**src/rtl/uart_msg_link.sv**
```systemverilog
// rtl/uart_msg_link.sv - framed word link over a byte-stream UART core with checksum and commit/rollback RX buffer
module uart_msg_link #(
    parameter int         WORD_W      = 16,
    parameter int         TX_DEPTH    = 16,
    parameter int         RX_DEPTH    = 256,
    parameter logic [7:0] SYNC_BYTE   = 8'hA5,
    parameter int         TIMEOUT_CYC = 3472
) (
    input  logic                      CLK,
    input  logic                      RST,
    output logic [7:0]                tx_data,
    output logic                      tx_valid,
    input  logic                      tx_ready,
    input  logic [7:0]                rx_data,
    input  logic                      rx_valid,
    output logic                      rx_ready,
    input  logic [WORD_W-1:0]         DATA,
    input  logic                      ENA,
    input  logic [7:0]                MSG_LEN_IN,
    output logic                      BUSY,
    input  logic                      RD_REQ,
    output logic [WORD_W-1:0]         FIFO_Q,
    output logic [$clog2(RX_DEPTH):0] RX_COUNT,
    output logic [7:0]                MSG_LEN,
    output logic                      GOT_FULL_MESSAGE,
    output logic                      CRC_ERR,
    output logic                      TIMEOUT_ERR,
    output logic                      OVF_ERR
);
    localparam int WB  = WORD_W / 8;
    localparam int TAW = $clog2(TX_DEPTH);
    localparam int RAW = $clog2(RX_DEPTH);
    localparam int BW  = (WB > 1) ? $clog2(WB) : 1;
    localparam int TW  = $clog2(TIMEOUT_CYC + 1);

    typedef enum logic [2:0] {T_IDLE, T_SYNC, T_LEN, T_DATA, T_CHK} tx_state_t;
    typedef enum logic [1:0] {R_SYNC, R_LEN, R_DATA, R_CHK} rx_state_t;

    tx_state_t            r_tx_state, w_tx_state_nxt;
    logic [WORD_W-1:0]    r_tx_mem [TX_DEPTH];
    logic [TAW:0]         r_tx_wp, r_tx_rp, w_tx_cnt, w_tx_cnt_nxt;
    logic [7:0]           r_n, r_acc, r_sent, r_tx_chk, w_acc_nxt, w_n_nxt;
    logic [BW-1:0]        r_tx_bidx;
    logic                 r_busy, w_tx_empty, w_tx_full, w_push, w_pop, w_tx_hs, w_tx_done;
    logic [WB-1:0][7:0]   w_tx_bytes;

    assign w_tx_cnt     = r_tx_wp - r_tx_rp;
    assign w_tx_empty   = (w_tx_cnt == '0);
    assign w_tx_full    = (w_tx_cnt == (TAW+1)'(TX_DEPTH));
    assign w_push       = ENA && !r_busy && !w_tx_full &&
                          ((r_acc == 8'd0) ? (MSG_LEN_IN != 8'd0) : (r_acc < r_n));
    assign w_tx_hs      = tx_valid && tx_ready;
    assign w_tx_bytes   = r_tx_mem[r_tx_rp[TAW-1:0]];
    assign w_n_nxt      = (w_push && r_acc == 8'd0) ? MSG_LEN_IN : r_n;
    assign w_acc_nxt    = w_tx_done ? 8'd0 : (w_push ? r_acc + 8'd1 : r_acc);
    assign w_tx_cnt_nxt = w_tx_cnt + (TAW+1)'(w_push) - (TAW+1)'(w_pop);
    assign BUSY         = r_busy;

    always_comb begin
        w_tx_state_nxt = r_tx_state;
        tx_valid       = 1'b0;
        tx_data        = 8'h00;
        w_pop          = 1'b0;
        w_tx_done      = 1'b0;
        case (r_tx_state)
            T_IDLE: if (r_acc != 8'd0 && !w_tx_empty) w_tx_state_nxt = T_SYNC;
            T_SYNC: begin
                tx_valid = 1'b1;
                tx_data  = SYNC_BYTE;
                if (tx_ready) w_tx_state_nxt = T_LEN;
            end
            T_LEN: begin
                tx_valid = 1'b1;
                tx_data  = r_n;
                if (tx_ready) w_tx_state_nxt = T_DATA;
            end
            T_DATA: begin
                // An underrun mid-message just stalls the byte stream until the next word arrives.
                tx_valid = !w_tx_empty;
                tx_data  = w_tx_empty ? 8'h00 : w_tx_bytes[BW'(WB - 1) - r_tx_bidx];
                if (!w_tx_empty && tx_ready && r_tx_bidx == BW'(WB - 1)) begin
                    w_pop = 1'b1;
                    if (r_sent == r_n - 8'd1) w_tx_state_nxt = T_CHK;
                end
            end
            T_CHK: begin
                tx_valid = 1'b1;
                tx_data  = r_tx_chk;
                if (tx_ready) begin
                    w_tx_done      = 1'b1;
                    w_tx_state_nxt = T_IDLE;
                end
            end
            default: w_tx_state_nxt = T_IDLE;
        endcase
    end

    always_ff @(posedge CLK) begin
        if (w_push) r_tx_mem[r_tx_wp[TAW-1:0]] <= DATA;
    end

    always_ff @(posedge CLK) begin
        if (RST) begin
            r_tx_state <= T_IDLE;
            r_tx_wp    <= '0;
            r_tx_rp    <= '0;
            r_n        <= 8'd0;
            r_acc      <= 8'd0;
            r_sent     <= 8'd0;
            r_tx_chk   <= 8'd0;
            r_tx_bidx  <= '0;
            r_busy     <= 1'b0;
        end else begin
            r_tx_state <= w_tx_state_nxt;
            r_n        <= w_n_nxt;
            r_acc      <= w_acc_nxt;
            r_busy     <= (w_tx_cnt_nxt == (TAW+1)'(TX_DEPTH)) || (w_acc_nxt != 8'd0 && w_acc_nxt == w_n_nxt);
            if (w_push) r_tx_wp <= r_tx_wp + 1'b1;
            if (w_pop)  r_tx_rp <= r_tx_rp + 1'b1;
            if (w_tx_hs) begin
                case (r_tx_state)
                    T_LEN:  r_tx_chk <= r_n;
                    T_DATA: begin
                        r_tx_chk  <= r_tx_chk ^ tx_data;
                        r_tx_bidx <= w_pop ? '0 : r_tx_bidx + 1'b1;
                        if (w_pop) r_sent <= r_sent + 8'd1;
                    end
                    T_CHK:  r_sent <= 8'd0;
                    default: ;
                endcase
            end
        end
    end

    rx_state_t            r_rx_state, w_rx_state_nxt;
    logic [WORD_W-1:0]    r_rx_mem [RX_DEPTH];
    logic [RAW:0]         r_rd_ptr, r_wr_ptr, r_sp_ptr, w_used;
    logic [RAW+1:0]       w_free;
    logic [7:0]           r_len, r_wcnt, r_rx_chk, r_msg_len;
    logic [BW-1:0]        r_rx_bidx;
    logic [WORD_W-1:0]    r_rword, w_rword_nxt;
    logic [TW-1:0]        r_tmo;
    logic                 r_drop, r_rx_ready, r_got, r_crc, r_tmo_err, r_ovf;
    logic                 w_rx_hs, w_timeout, w_word_done, w_rd;

    assign w_rx_hs     = rx_valid && r_rx_ready;
    assign w_rword_nxt = WORD_W'({r_rword, rx_data});
    assign w_word_done = w_rx_hs && r_rx_state == R_DATA && r_rx_bidx == BW'(WB - 1);
    assign w_used      = r_sp_ptr - r_rd_ptr;
    assign w_free      = (RAW+2)'(RX_DEPTH) - (RAW+2)'(w_used);
    assign w_timeout   = (r_rx_state != R_SYNC) && !rx_valid && (r_tmo == TW'(TIMEOUT_CYC - 1));
    assign RX_COUNT    = r_wr_ptr - r_rd_ptr;
    assign w_rd        = RD_REQ && (RX_COUNT != '0);
    assign FIFO_Q      = (RX_COUNT != '0) ? r_rx_mem[r_rd_ptr[RAW-1:0]] : '0;
    assign rx_ready    = r_rx_ready;
    assign MSG_LEN     = r_msg_len;
    assign GOT_FULL_MESSAGE = r_got;
    assign CRC_ERR     = r_crc;
    assign TIMEOUT_ERR = r_tmo_err;
    assign OVF_ERR     = r_ovf;

    always_comb begin
        w_rx_state_nxt = r_rx_state;
        if (w_timeout) begin
            w_rx_state_nxt = R_SYNC;
        end else if (w_rx_hs) begin
            case (r_rx_state)
                R_SYNC: if (rx_data == SYNC_BYTE) w_rx_state_nxt = R_LEN;
                R_LEN:  w_rx_state_nxt = (rx_data == 8'd0) ? R_SYNC : R_DATA;
                R_DATA: if (r_rx_bidx == BW'(WB - 1) && r_wcnt == r_len - 8'd1) w_rx_state_nxt = R_CHK;
                R_CHK:  w_rx_state_nxt = R_SYNC;
                default: w_rx_state_nxt = R_SYNC;
            endcase
        end
    end

    // Words land beyond the committed pointer and stay invisible until the checksum commits them.
    always_ff @(posedge CLK) begin
        if (w_word_done && !r_drop) r_rx_mem[r_sp_ptr[RAW-1:0]] <= w_rword_nxt;
    end

    always_ff @(posedge CLK) begin
        if (RST) begin
            r_rx_state <= R_SYNC;
            r_rd_ptr   <= '0;
            r_wr_ptr   <= '0;
            r_sp_ptr   <= '0;
            r_len      <= 8'd0;
            r_wcnt     <= 8'd0;
            r_rx_chk   <= 8'd0;
            r_msg_len  <= 8'd0;
            r_rx_bidx  <= '0;
            r_rword    <= '0;
            r_tmo      <= '0;
            r_drop     <= 1'b0;
            r_rx_ready <= 1'b0;
            r_got      <= 1'b0;
            r_crc      <= 1'b0;
            r_tmo_err  <= 1'b0;
            r_ovf      <= 1'b0;
        end else begin
            r_rx_state <= w_rx_state_nxt;
            r_rx_ready <= 1'b1;
            r_got      <= 1'b0;
            r_crc      <= 1'b0;
            r_tmo_err  <= 1'b0;
            r_ovf      <= 1'b0;
            if (w_rd) r_rd_ptr <= r_rd_ptr + 1'b1;
            r_tmo <= (r_rx_state == R_SYNC || rx_valid) ? '0 : r_tmo + TW'(1);
            if (w_timeout) begin
                r_sp_ptr  <= r_wr_ptr;
                r_tmo_err <= 1'b1;
            end else if (w_rx_hs) begin
                case (r_rx_state)
                    R_LEN: begin
                        r_len     <= rx_data;
                        r_rx_chk  <= rx_data;
                        r_drop    <= (32'(rx_data) > 32'(w_free));
                        r_wcnt    <= 8'd0;
                        r_rx_bidx <= '0;
                    end
                    R_DATA: begin
                        r_rx_chk <= r_rx_chk ^ rx_data;
                        r_rword  <= w_rword_nxt;
                        if (r_rx_bidx == BW'(WB - 1)) begin
                            r_rx_bidx <= '0;
                            r_wcnt    <= r_wcnt + 8'd1;
                            if (!r_drop) r_sp_ptr <= r_sp_ptr + 1'b1;
                        end else begin
                            r_rx_bidx <= r_rx_bidx + 1'b1;
                        end
                    end
                    R_CHK: begin
                        if (r_drop) begin
                            r_ovf    <= 1'b1;
                            r_sp_ptr <= r_wr_ptr;
                        end else if (rx_data == r_rx_chk) begin
                            r_wr_ptr  <= r_sp_ptr;
                            r_got     <= 1'b1;
                            r_msg_len <= r_len;
                        end else begin
                            r_crc    <= 1'b1;
                            r_sp_ptr <= r_wr_ptr;
                        end
                    end
                    default: ;
                endcase
            end
        end
    end
endmodule

```
**config.mk**
```make
export PLATFORM = sky130hd
export DESIGN_NAME = uart_msg_link
export DESIGN_NICKNAME = d
export VERILOG_FILES = /design/src/rtl/uart_msg_link.sv
export SDC_FILE = /design/constraint.sdc
export NUM_CORES = 2
export LEC_CHECK = 0
export CORE_AREA = 2 2 885 446
export CTS_BUF_LIST = sky130_fd_sc_hd__clkbuf_4 sky130_fd_sc_hd__clkbuf_8
export DETAILED_ROUTE_END_ITERATION = 10
export DIE_AREA = 0 0 887 448
export SETUP_SLACK_MARGIN = 0.15
export SLEW_MARGIN = 30
export SYNTH_ARGS = -nofsm -noshare
export SYNTH_HDL_FRONTEND = slang
export SYNTH_MEMORY_MAX_BITS = 65536
export SYNTH_SLANG_ARGS = --single-unit
```
**constraint.sdc**
```tcl
create_clock -name CLK -period 10.1 [get_ports CLK]
set_input_delay 1.515 -clock CLK [delete_from_list [all_inputs] [get_ports CLK]]
set_output_delay 1.515 -clock CLK [all_outputs]
set_load 0.01 [all_outputs]
```
==> out/qor.csv <==
stage;metric;value;unit
synthesis;post-synthesis sequential area ratio;76.4;%
final_layout;Fill cells;30500;
cts;# clock sinks;4499;
sta;fin crit share;77.0;%
sta;skew final;78.6;ps
sta;Fin. Hold Viols;0;
cts;CTS tree;yes;
min_path;class of the tightest hold or removal check;reg -> reg;
cts;Clock Path Buffers;4;
worst_setup_path;Worst path max stage delay;630;ps
grt;initial antenna violation count;34;
worst_setup_path;crit path max-delay cell type;mux4_2;
floorplan;DIE AREA;397000;sq um
drt;Residual DRC;0;
worst_setup_path;Crit path buffers/inverters;4;
power_and_ir_drop;internal power;0.0289;W
floorplan;# rows;162;
power_and_ir_drop;Power Dens Cells;190;nW/um^2
power_and_ir_drop;Sw Ratio;22.9;%
synthesis;Synth warnings;0;
worst_setup_path;Crit. End Element;primary output;
worst_setup_path;CP max FO;94;
synthesis;Yosys top cell by area;edfxtp_1;
synthesis;cell with the most instances after synthesis;edfxtp_1;
drt;First-pass DRT Iterations;5;
sta;Pins Over Slew Limit;0;
synthesis;share of the synthesized area in the top cell type;74.7;%
drt;vias per cell;6.01;
placed_design;dpl cells;12800;
worst_setup_path;Worst Path Arrival;6260;ps
worst_setup_path;critical-path cell list;buf_16 -> buf_12 -> mux4_2 -> mux4_2 -> mux4_2 -> nor2b_1 -> a211oi_2 -> buf_4 -> a211oi_1 -> clkdlybuf4s50_1;
power_and_ir_drop;Max VDD drop;0.138;mV
drt;Routed WL;459;mm
worst_setup_path;critical path class;reg -> out;
cts;PostCTS Resize Cnt;0;
power_and_ir_drop;Leak;64.1;nW
grt;Tot GR Track Use;22.9;%
grt;first-pass GRT wire length;644;mm
synthesis;Async SR Flop Fraction;0;%
drt;routed len/inst;32.8;um
final_layout;Layout Cells excl Fill;14000;
final_layout;P&R area growth vs syn;12.9;%
cts;CTS Root Cell;clkbuf_8;
sta;shortest period the worst path allows;7770;ps
synthesis;largest cells by area after synthesis;edfxtp_1 75%, mux4_2 19%, dfxtp_1 1.7%;
worst_setup_path;Data required, critical path;8590;ps
synthesis;synthesized area per cell;22.9;sq um
synthesis;Synth Area in Compound Gates;0.841;%
grt;Remaining Overflow, GRT;0;
cts;clock insertion delay at the later pin of the skew report;1120;ps
final_layout;layout cell share with drive strength beyond 1;34.1;%
sta;final setup vio count;0;
power_and_ir_drop;switching pwr;0.00860;W
placed_design;HPWL Detailed;257;mm
synthesis;Post-Syn Instances;7621;
final_layout;nets@finish;8410;
floorplan;die width;887;um
worst_setup_path;Largest delay share family, worst path;multiplexers;
synthesis;Netlist cell types;64;
power_and_ir_drop;Comb pwr share;7.5;%
cts;Worst-path clk slew;60;ps
worst_setup_path;instance count on the critical path;10;
grt;largest net degree at the start of global routing;179;
synthesis;mux contribution to synthesized area;18.8;%
power_and_ir_drop;Sequential Power Share;54.5;%
cts;Hold-fix buffers, CTS;0;
synthesis;Syn Nets;7725;
drt;via count;84100;
drt;first-iteration detailed-routing DRC count;10800;
synthesis;top cells by count, synth;4352 x edfxtp_1, 1439 x mux4_2, 406 x nor2_1;
worst_setup_path;most used cell, CP;mux4_2;
synthesis;top_reg_cell synth;edfxtp_1;
placed_design;Place WS;3250;ps
floorplan;CORE AREA;389000;sq um
synthesis;Synth Area in Adders;0.489;%
sta;RSZ-0062 raised after global routing;no;
sta;Worst Tran Pin Value;1120;ps
cts;clock buffer count from CTS;639;
synthesis;Post-Synth XOR/XNOR Area;0.471;%
placed_design;GPL Wtd Cong;0.807;
power_and_ir_drop;Clk pwr share;37.9;%
floorplan;chip height;448;um
sta;slew margin rel.;25.5;%
run_status;outcome;complete, no violations;
drt;Antenna Nets Post-Route;0;
sta;Setup WS post-layout;2330;ps
placed_design;IO Port Bufs;85;
synthesis;register bit total from synthesis;4499;
synthesis;Post-synth EDFFs;4352;
worst_setup_path;R2R cell count;9;
min_path;Worst Hold Depth;1;
sta;setup TNS;0;ps
grt;vias in the first global route;83800;
floorplan;Ports;86;
job;Max-Cap Viols;0;
sta;f_max;0.129;GHz
cts;setup bufs post-CTS;0;
synthesis;largest family of logic cells by synthesized area;multiplexers;
cts;Max H-tree Level;6;
synthesis;synthesized cell area;175000;sq um
floorplan;Initial Util;45.0;%
worst_setup_path;CP startpoint kind;flop;
synthesis;Post-Synth Simple-Gate Area;1.90;%
==> metal layers <==
metal,vias to the layer above,track usage [%],share of wire (%)
met5,-,0,0.017
met4,12,5.30,2.2
met3,588,4.70,8.9
met2,3803,35.6,47
met1,45900,33.7,42
li1,33800,-,-
==> through the flow <==
step / instance area [sq um] / hold WS (ps) / util, % / power (W)
4_1_cts: 197000 / 460 / 50.7 / 0.0378
6_report: 198000 / 456 / 50.8 / 0.0375
5_1_grt: 197000 / 494 / 50.8 / 0.0387
2_1_floorplan: 175000 / 413 / - / 0.0227
3_5_place_dp: 185000 / 442 / 47.5 / 0.0237
3_3_place_gp: 184000 / 428 / 47.4 / 0.0237
==> registers in the layout, indices dropped and copies added (netlist names), 3 cells and up, named ones only <==
| register | flops |
|---|---|
| r_rx_mem | 4096 |
| r_tx_mem | 256 |
| r_tmo | 12 |
| r_rd_ptr | 9 |
| r_sp_ptr | 9 |
| r_wr_ptr | 9 |
| MSG_LEN | 8 |
| r_acc | 8 |
| r_len | 8 |
| r_n | 8 |
| r_rword | 8 |
| r_rx_chk | 8 |
| r_sent | 8 |
| r_tx_chk | 8 |
| r_wcnt | 8 |
| r_tx_rp | 5 |
| r_tx_wp | 5 |
| r_tx_state | 3 |
==> layout by cell type, fill, tap and decap left out, types with 13 or more instances in the layout <==
cell | netlist | final
clkdlybuf4s50_1 | 0 | 76
dfxtp_4 | 0 | 15
nand4_1 | 23 | 23
o21ai_0 | 67 | 67
and3_1 | 16 | 16
a21oi_1 | 76 | 76
clkbuf_8 | 0 | 665
nor2_2 | 0 | 71
nand3_2 | 0 | 13
nor2_1 | 406 | 288
nor3_1 | 23 | 17
dfxtp_1 | 147 | 129
diode_2 | 0 | 28
nor2b_1 | 38 | 36
nand2_1 | 139 | 134
nand3_1 | 47 | 34
buf_12 | 0 | 29
mux4_2 | 1439 | 1439
mux2i_1 | 43 | 43
buf_16 | 0 | 32
ha_1 | 62 | 62
inv_1 | 64 | 64
clkbuf_4 | 0 | 235
clkinvlp_4 | 0 | 13
xor2_1 | 37 | 37
nor2_4 | 0 | 47
a22oi_1 | 15 | 15
clkinv_2 | 0 | 52
clkinv_1 | 0 | 126
edfxtp_1 | 4352 | 4352
buf_4 | 2 | 306
xnor2_1 | 57 | 57
==> power groups by stage <==
stage / sequential (W) / clock (W) / combinational (W)
after floorplan: 0.0208 / 0 / 0.00193
after global placement: 0.0208 / 0 / 0.00283
after detailed placement: 0.0209 / 0 / 0.00285
after CTS: 0.0205 / 0.0145 / 0.00285
after global routing: 0.0204 / 0.0153 / 0.00302
final: 0.0204 / 0.0142 / 0.00283
==> worst paths after layout <==
check / startpoint / endpoint / slack, ps
max: flop / FIFO_Q[14] / 2330
max reg2reg: r_rx_state[0] / r_rx_mem[160][7] / 5020
min reg2reg: r_tmo[0] / r_tmo[0] / 460
min: r_tmo[0] / r_tmo[0] / 460
==> cell type report <==
class | instances | area (sq um) | share of cell area (%)
well taps | 5166 | 6460 | 3.27
flip-flops and latches | 4499 | 134000 | 67.7
diodes | 28 | 70.1 | 0.0355
inverters | 64 | 240 | 0.122
clock buffers | 900 | 10900 | 5.53
clock inverters | 227 | 1400 | 0.708
multi-input cells | 2642 | 40000 | 20.3
repair buffers | 460 | 4740 | 2.40
==> cell families (layout without fill, tap and decap cells) <==
family                     count (synthesis)  count (layout)
muxes                                   1485            1485
AOI/OAI and AO/OA                        240             240
DFF                                     4499            4499
other                                      0              28
and+or+nand+nor                          757             757
buffers and inverters                    480            1651
xor gates and xnor gates                  94              94
adders and majority gates                 66              66
No activity file was read; power rests on OpenSTA's default activity.
